**config.mk**
```make
export PLATFORM = sky130hd
export DESIGN_NAME = tx_write_arbiter_flat
export DESIGN_NICKNAME = d
export VERILOG_FILES = /design/src/rtl/tx_write_arbiter_pkg.sv /design/src/rtl/tx_write_arbiter_if.sv /design/src/rtl/tx_write_arbiter_rr_pick.sv /design/src/rtl/tx_write_arbiter.sv /design/src/flat_wrapper.sv
export SDC_FILE = /design/constraint.sdc
export NUM_CORES = 1
export LEC_CHECK = 0
export ABC_CLOCK_PERIOD_IN_PS = 2910
export CORE_MARGIN = 1
export CORE_UTILIZATION = 48
export DETAILED_ROUTE_END_ITERATION = 6
export GPL_TIMING_DRIVEN = 0
export MAX_ROUTING_LAYER = met4
export PLACE_DENSITY = 0.92
export SYNTH_ARGS = -nofsm -noshare
export SYNTH_HDL_FRONTEND = slang
export SYNTH_SLANG_ARGS = --single-unit
```
**constraint.sdc**
```tcl
create_clock -name clk -period 2.91 [get_ports clk]
set_input_delay 0.582 -clock clk [delete_from_list [all_inputs] [get_ports clk]]
set_output_delay 0.582 -clock clk [all_outputs]
set_load 0.02 [all_outputs]
```
**src/rtl/tx_write_arbiter_pkg.sv**
```systemverilog
// Shared definitions for the transmit-FIFO write arbiter: sequencer state
// encodings, the default word width shared with the FIFO and transmitter,
// and a helper that sizes requester index fields.
package tx_write_arbiter_pkg;

  // Default transmitted word width, common to FIFO, arbiter and transmitter.
  localparam int TX_DATA_W = 8;

  // Two-state write sequencer.
  typedef enum logic {
    ST_ARB  = 1'b0,
    ST_HOLD = 1'b1
  } state_t;

  // Bits needed to index n requesters (at least one bit).
  function automatic int idx_w(input int n);
    return (n < 2) ? 1 : $clog2(n);
  endfunction

endpackage

```
**src/rtl/tx_write_arbiter_if.sv**
```systemverilog
// Producer/FIFO-side bundle of the write arbiter. The slave modport is the
// arbiter's view; the master modport is the environment (producers plus the
// FIFO full flag).
interface tx_write_arbiter_if #(
  parameter int NREQ   = 4,
  parameter int DATA_W = 8
);
  logic [NREQ-1:0]        req;
  logic [NREQ*DATA_W-1:0] req_data;
  logic [NREQ-1:0]        gnt;
  logic                   fifo_full;
  logic                   fifo_we;
  logic [DATA_W-1:0]      fifo_data;
  logic                   busy;

  modport slave (
    input  req, req_data, fifo_full,
    output gnt, fifo_we, fifo_data, busy
  );

  modport master (
    output req, req_data, fifo_full,
    input  gnt, fifo_we, fifo_data, busy
  );
endinterface

```
**src/rtl/tx_write_arbiter_rr_pick.sv**
```systemverilog
// Combinational rotating-priority encoder: picks the first set request
// scanning upward from (last+1) mod NREQ, wrapping around.
module rr_pick
  import tx_write_arbiter_pkg::*;
#(
  parameter int NREQ  = 4,
  parameter int IDX_W = idx_w(NREQ)
) (
  input  logic [NREQ-1:0]  i_req,
  input  logic [IDX_W-1:0] i_last,
  output logic [NREQ-1:0]  o_onehot,
  output logic [IDX_W-1:0] o_idx,
  output logic             o_any
);

  int w_pos;

  // Scan candidates in priority order starting just after the last winner.
  always_comb begin
    // NOTE: every output gets a default before the loop so no path leaves
    // one unassigned, which would otherwise infer a latch.
    o_onehot = '0;
    o_idx    = '0;
    o_any    = 1'b0;
    w_pos    = 0;
    for (int k = 1; k <= NREQ; k++) begin
      w_pos = (int'(i_last) + k) % NREQ;
      if (!o_any && i_req[IDX_W'(w_pos)]) begin
        o_onehot[IDX_W'(w_pos)] = 1'b1;
        o_idx                   = IDX_W'(w_pos);
        o_any                   = 1'b1;
      end
    end
  end

endmodule

```
**src/rtl/tx_write_arbiter.sv**
```systemverilog
// Round-robin arbiter sharing the transmit FIFO write port among NREQ byte
// producers. A two-state sequencer (ARB -> HOLD -> ARB) registers one word
// per grant, so each accepted word is written exactly once and acknowledged
// with a one-cycle one-hot gnt. Optional per-requester saturating grant
// counters are built when TX_ARB_STATS_EN is defined.
module tx_write_arbiter
  import tx_write_arbiter_pkg::*;
#(
  parameter int NREQ   = 4,
  parameter int DATA_W = TX_DATA_W
`ifdef TX_ARB_STATS_EN
  ,
  parameter int CNT_W  = 8
`endif
) (
  input  logic                   clk,
  input  logic                   rst,
  tx_write_arbiter_if.slave      bus
`ifdef TX_ARB_STATS_EN
  ,
  output logic [NREQ*CNT_W-1:0]  grant_cnt
`endif
);

  localparam int IDX_W = idx_w(NREQ);

  state_t            r_state, w_state_nxt;
  logic [IDX_W-1:0]  r_last, w_last_nxt;
  logic [NREQ-1:0]   r_gnt, w_gnt_nxt;
  logic              r_fifo_we, w_we_nxt;
  logic [DATA_W-1:0] r_fifo_data, w_data_nxt;

  logic [NREQ-1:0]   w_onehot;
  logic [IDX_W-1:0]  w_idx;
  logic              w_any;

  rr_pick #(
    .NREQ  (NREQ),
    .IDX_W (IDX_W)
  ) u_pick (
    .i_req    (bus.req),
    .i_last   (r_last),
    .o_onehot (w_onehot),
    .o_idx    (w_idx),
    .o_any    (w_any)
  );

  // Sequencer state register; reset returns to ARB.
  always_ff @(posedge clk) begin
    // NOTE: registers use non-blocking assignments so every flop samples
    // the pre-edge values, independent of statement order.
    if (rst) r_state <= ST_ARB;
    else     r_state <= w_state_nxt;
  end

  // Next state and next register values: grant only in ARB with a free FIFO.
  always_comb begin
    w_state_nxt = r_state;
    w_last_nxt  = r_last;
    w_gnt_nxt   = '0;
    w_we_nxt    = 1'b0;
    w_data_nxt  = r_fifo_data;
    case (r_state)
      ST_ARB: begin
        if (w_any && !bus.fifo_full) begin
          w_gnt_nxt   = w_onehot;
          w_we_nxt    = 1'b1;
          w_data_nxt  = bus.req_data[int'(w_idx)*DATA_W +: DATA_W];
          w_last_nxt  = w_idx;
          w_state_nxt = ST_HOLD;
        end
      end
      ST_HOLD: w_state_nxt = ST_ARB;
      default: w_state_nxt = ST_ARB;
    endcase
  end

  // Registered FIFO write port, acknowledge and round-robin pointer.
  always_ff @(posedge clk) begin
    if (rst) begin
      r_last      <= IDX_W'(NREQ - 1);
      r_gnt       <= '0;
      r_fifo_we   <= 1'b0;
      r_fifo_data <= '0;
    end else begin
      r_last      <= w_last_nxt;
      r_gnt       <= w_gnt_nxt;
      r_fifo_we   <= w_we_nxt;
      r_fifo_data <= w_data_nxt;
    end
  end

  assign bus.gnt       = r_gnt;
  assign bus.fifo_we   = r_fifo_we;
  assign bus.fifo_data = r_fifo_data;
  assign bus.busy      = (r_state == ST_HOLD);

`ifdef TX_ARB_STATS_EN
  logic [CNT_W-1:0] r_cnt [NREQ];

  for (genvar g = 0; g < NREQ; g++) begin : g_cnt
    // Saturating count of grants registered for requester g.
    always_ff @(posedge clk) begin
      if (rst)
        r_cnt[g] <= '0;
      else if (w_gnt_nxt[g] && (r_cnt[g] != {CNT_W{1'b1}}))
        r_cnt[g] <= r_cnt[g] + 1'b1;
    end
    assign grant_cnt[g*CNT_W +: CNT_W] = r_cnt[g];
  end
`endif

endmodule
```
**src/flat_wrapper.sv**
```systemverilog
// flat-port wrapper written by rule: the top's interface ports become plain ports
module tx_write_arbiter_flat import tx_write_arbiter_pkg::*;
#(
  parameter int NREQ   = 4,
  parameter int DATA_W = TX_DATA_W

)
  (clk, rst, bus_req, bus_req_data, bus_fifo_full, bus_gnt, bus_fifo_we, bus_fifo_data, bus_busy);
  tx_write_arbiter_if #(.NREQ(NREQ), .DATA_W(DATA_W)) bus_i ();
  input  logic clk;
  input  logic rst;
  input wire logic [$bits(bus_i.req)-1:0] bus_req;
  input wire logic [$bits(bus_i.req_data)-1:0] bus_req_data;
  input wire logic [$bits(bus_i.fifo_full)-1:0] bus_fifo_full;
  output wire logic [$bits(bus_i.gnt)-1:0] bus_gnt;
  output wire logic [$bits(bus_i.fifo_we)-1:0] bus_fifo_we;
  output wire logic [$bits(bus_i.fifo_data)-1:0] bus_fifo_data;
  output wire logic [$bits(bus_i.busy)-1:0] bus_busy;
  assign bus_i.req = bus_req;
  assign bus_i.req_data = bus_req_data;
  assign bus_i.fifo_full = bus_fifo_full;
  assign bus_gnt = bus_i.gnt;
  assign bus_fifo_we = bus_i.fifo_we;
  assign bus_fifo_data = bus_i.fifo_data;
  assign bus_busy = bus_i.busy;
  tx_write_arbiter #(.NREQ(NREQ), .DATA_W(DATA_W)) u_core (.clk(clk), .rst(rst), .bus(bus_i));
endmodule
```
Word-level counts from Yosys, hierarchy flattened
Cells that the tools add are included.
Cells by class
  div/mod/pow operators: 0
  add/subtract/negate cells: 4
  reduce and logical (&&, ||, !) cells: 15
  eq/ne operators: 0
  shift operators: 1
  $mul: 0
  $lt $le $gt $ge: 8
  mux-type cells: 34
  bitwise operators: 5
Operator list (count)
  indexed part select 32 x 6 -> 8 bit: 1
  two-way mux 1 bit: 17
  less-than comparator 2 x 4 -> 1 bit, second input constant: 4
  two-way mux 4 bit: 4
  bitwise OR 4 bit: 3
  binary-select mux 1 bit (select 2 bit): 4
  demux 1 bit (select 2 bit): 4
  >= comparator 2 x 1 -> 1 bit, second input constant: 4
  logical AND 1 bit: 8
  two-way mux 2 bit: 4
  adder 2 x 1 -> 2 bit, second input constant: 2
  adder 2 bit, second input constant: 2
  logical NOT 1 bit: 4
  OR reduction 3 bit: 1
  inverter 1 bit: 2
  one-hot mux 1 bit (2 select lines): 1
  AND reduction 2 bit: 1
  OR reduction 2 bit: 1
Storage, ports and cells
  output and inout bits: 14
  input bits: 39
  register bits: 16
  ROM bits: 0
  memories: 0
  latch bits: 0
  memory bits (writable): 0

Logic depth before layout (Yosys ltp)
  depth after elaboration: 17
  mapped depth: 11
  depth with buffers taken out: 8

By module
Synthesis repeated with hierarchy kept, for this count alone.
Second synthesis, totals
  cell total of the unflattened synthesis: 109
  area, all modules: 1183.6 sq um
Modules (own cells, without submodules)
  tx_write_arbiter: cells an instance 46, sequential area each 300.3 sq um, area each 660.6 sq um, instances 1
  rr_pick: cells an instance 63, sequential area each 0.0 sq um, area each 523.0 sq um, instances 1

Worst setup path before layout
OpenSTA, ideal clock, no wires.
  path type: flip-flop to flip-flop
  start: register u_core.r_last[1]
  end: register u_core.r_fifo_data[6], in the netlist u_core.bus.fifo_data[6]
  buffers on the path: 3
  arrival: 2.448 ns
  stages on the path, launching flop included: 11
  slack: 0.383 ns
  required time: 2.831 ns
  path through: dfxtp_1 clkbuf_1 inv_1 ha_1 buf_2 mux2_2 clkbuf_1 a22o_1 o22ai_1 o2111ai_1 o211ai_1
Between the ends
  longest elaborated chain between the ends: 16
RTL lines
  start, declared: RTL line tx_write_arbiter.sv:28  | logic [IDX_W-1:0] r_last, w_last_nxt;
  start signal, assigned: RTL line tx_write_arbiter.sv:81  | r_last <= IDX_W'(NREQ - 1);
  start signal, assigned: RTL line tx_write_arbiter.sv:86  | r_last <= w_last_nxt;
  branches (longest 16 deep; another with adder 2 x 1 -> 2 bit)
  end signal, assigned: RTL line tx_write_arbiter.sv:89  | r_fifo_data <= w_data_nxt;
  end, declared: RTL line tx_write_arbiter.sv:31  | logic [DATA_W-1:0] r_fifo_data, w_data_nxt;
Parallel ways; which one is timed is not known. The select of a mux whose other input is x is not followed.
A chain may end at the register's enable or synchronous reset.

Worst setup path after layout
  start: register u_core.r_last[1]
  end: register u_core.r_fifo_data[5], in the netlist u_core.bus.fifo_data[5]
Same word-level chain as after synthesis.

==> summary.md <==
| Metric | Value |
|---|---|
| R2R depth | 10 |
| Static leakage | 0.979 nW |
| Net Switching | 0.708 mW |
| I/O Buffers | 52 |
| DR WL/cell | 15.8 µm |
| Final hold vios | 0 |
| Clk pwr share | 11.5% |
| Chip height | 63.1 µm |
| DRT Wirelength | 5570 µm |
| Via/cell ratio | 6.24 |
| ANT nets after route | 0 |
| Total grt overflow | 0 |
| Max-cap violations | 0 |
| CTS Sinks | 15 |
| Sequential share of power | 19.1% |
| Critical Path AT | 2.89 ns |
| CTS tree | done |
| Final worst clock skew | 0.00799 ns |
| Crit-path cells | clkbuf_4 -> inv_1 -> ha_4 -> clkbuf_4 -> mux2i_1 -> and2_4 -> nor3_2 -> or2b_1 -> nand4_1 -> nand3_1 |
| Crit path required time | 3.04 ns |
| Skew-Pair Late Insertion Delay | 0.26 ns |
| Slowest stage cell, crit path | dfxtp_1 |
| H-Tree Depth | 1 |
| Syn-to-layout area delta | 38.9% |
| Fin crit share | 94.6% |
| EDFF count, synth | 0 |
| Slew margin rel. | 53.9% |
| Global-route wire length before repair | 9070 µm |
| Outcome | finished, final reports clean |
| Final-report setup violation count | 0 |
| RSZ-0062 raised after global routing | no |
| CP Capture Type | flip-flop |
| Hold crit path type | flip-flop to flip-flop |
| Highest metal used | met4 |
| Post-DP HPWL | 3980 µm |
| Cell count of the worst hold path | 2 |
| Final non-filler cell total | 352 |
| CTS Buffer Depth | 2 |
| Die width | 63.1 µm |
| Placed cells | 346 |
| # rows | 21 |
| DRT met1 WL | 2380 µm |
| P_int | 0.808 mW |
| Num CTS Buffers | 3 |
| Family with the most delay on the worst path | simple AND/OR/NAND/NOR gates |
| Starting Density | 52.0% |
| CP Depth | 10 |
| CP max FO | 10 |
| Met3 Routed Length | 554 µm |
| Layout Nets | 354 |
| Crit Path Class | flip-flop to flip-flop |
| Reg clk slew, reported paths | 0.07 ns |
| Drt initial violations | 285 |
| Comb pwr share | 69.4% |
| Worst slew pin tran | 0.685 ns |
| Synth cell types | 44 |
| Mapped Area | 1790 µm² |
| Die area | 3980 µm² |
| GRT Util Overall | 29.1% |
| Worst hold slack | 0.517 ns |
| Largest net degree at the start of global routing | 11 |
| Vias in the first global route | 1951 |
| Post-layout util | 72.2% |
| First-pass DRT Iterations | 5 |
| Drc violations | 0 |
| Total Neg Setup Slack | 0 ns |
| Root buf cell | clkbuf_8 |
| Async set-reset flop share out of synthesis | 0% |
| Post-synth top flop | dfxtp_1 |
| PwrDens | 610 nW/µm² |
| Crit path buffers/inverters | 3 |
| Min Clock Period, post-route | 2.75 ns |
| Initial antenna violation count | 0 |
| Routed via count | 2197 |
| Post-CTS Hold Buffers | 0 |
| Flops & latches, synth | 15 |
| Synth Net Count | 295 |
| Ys Warns | 0 |
| Fill cell count | 268 |
| CP startpoint kind | flip-flop |
| Seq/Total Area, Yosys | 16.8% |
| Core area | 3440 µm² |
| CP most frequent cell | clkbuf_4 |
| Max incr delay on CP | 0.44 ns |
| Peak VDD IR | 264 µV |
| Ant. Diodes | 0 |
| I/O Pins | 53 |
| Max Slew Vio Count | 0 |
| Syn Inst Count | 248 |
| Fmax | 363 MHz |
| Placer Congestion | 0.889 |
| Proportion of layout cells with a drive suffix above 1 | 12.1% |
| Mean Syn Cell Area | 7.21 µm² |
| Met2 WL | 2550 µm |
| Sw Share | 46.7% |
## registers in the layout, indices dropped and copies added (netlist names)
name / cells
u_core.bus.fifo_data: 8
u_core.bus.gnt: 4
u_core.r_last: 2
u_core.bus.fifo_we: 1
## metal layers
| layer | track usage [%] | up-vias |
|---|---|---|
| met5 | - | - |
| met4 | 10.8 | 0 |
| met3 | 3.44 | 11 |
| met2 | 42.9 | 135 |
| met1 | 40.3 | 997 |
| li1 | - | 1054 |
## synth_stat cells (5+ instances only)
cell type	number	area, µm²
nor2_1	30	113
nand2_1	24	90.1
o21ai_0	20	100
o22ai_1	16	100
dfxtp_1	15	300
clkbuf_1	13	48.8
o2111ai_1	11	96.3
inv_1	10	37.5
and3_1	9	56.3
nand2b_1	9	56.3
ha_1	8	100
a22o_1	7	61.3
a21oi_1	6	30.0
mux2_2	6	67.6
nand3_1	5	25.0
## cell usage in the layout (no fill, tap or decap), drive strengths merged, types with 3 or more instances in the layout
cell,count
nand2b,10
o211ai,3
o21ai,23
dfxtp,15
clkbuf,16
o221ai,3
o22ai,16
a22o,7
mux2,6
ha,8
inv,9
mux2i,4
nand4,4
buf,8
and3,9
a2bb2oi,4
nor4,4
nor2b,3
nor2,30
a21oi,6
nand3,5
nand2,25
nor3,3
mux4,3
clkdlybuf4s50,52
o2111ai,11
## final cells by class
type | instances | area [µm²] | area share [%]
tap | 46 | 57.6 | 2.32
clock inverter | 1 | 5.00 | 0.201
timing repair buffer | 55 | 543 | 21.9
sequential | 15 | 302 | 12.1
buffer | 18 | 87.6 | 3.52
inverter | 10 | 41.3 | 1.66
clock buffer | 3 | 41.3 | 1.66
multi-input combinational | 204 | 1410 | 56.6
## path summary, 6_finish.rpt
path	from	endpoint	slack [ns]
setup / recovery	u_core.r_last[1]	u_core.bus.fifo_data[5]	0.16
hold / removal	u_core.bus.fifo_data[7]	u_core.bus.fifo_data[7]	0.52
setup reg to reg	u_core.r_last[1]	u_core.bus.fifo_data[5]	0.16
hold reg to reg	u_core.bus.fifo_data[7]	u_core.bus.fifo_data[7]	0.52
## through the flow
step / total power [mW] / setup slack, ns / instance area (µm²)
2_1_floorplan: 0.962 / 0.383 / 1790
3_3_place_gp: 1.24 / -0.171 / 2370
3_5_place_dp: 1.27 / -0.240 / 2370
4_1_cts: 1.45 / 0.0117 / 2430
5_1_grt: 1.61 / 0.00685 / 2480
6_report: 1.52 / 0.158 / 2480
## worst reg2reg max path, stage by stage (launching register included)
cell and delay, ns:
dfxtp_1 0.44, clkbuf_4 0.25, inv_1 0.16, ha_4 0.33, clkbuf_4 0.21, mux2i_1 0.18, and2_4 0.24, nor3_2 0.36
or2b_1 0.27, nand4_1 0.10, nand3_1 0.09
## power by group through the flow
stage	clock (mW)	sequential, mW	combinational, mW
2_1_floorplan	0	0.342	0.619
3_3_place_gp	0	0.289	0.953
3_5_place_dp	0	0.291	0.976
4_1_cts	0.169	0.288	0.995
5_1_grt	0.180	0.295	1.14
6_report	0.174	0.289	1.05
## timing repair
action	CTS	global route
pin swaps	0	0
endpoints found under the setup margin	9	9
buffers inserted	0	3
resized for setup	6	9
endpoints found under the hold margin	0	0
## kinds of logic (layout without fill, tap and decap cells)
kind of cell | after synthesis | after routing | synth area share [%]
and+or+nand+nor | 98 | 98 | 27.6
AOI/OAI and AO/OA | 84 | 84 | 32.9
buffers and inverters | 29 | 87 | 6.78
DFF | 15 | 15 | 16.8
muxes | 13 | 13 | 9.79
adders and majority gates | 8 | 8 | 5.59
xor gates and xnor gates | 1 | 1 | 0.490
(Power assumes the default switching activity.)
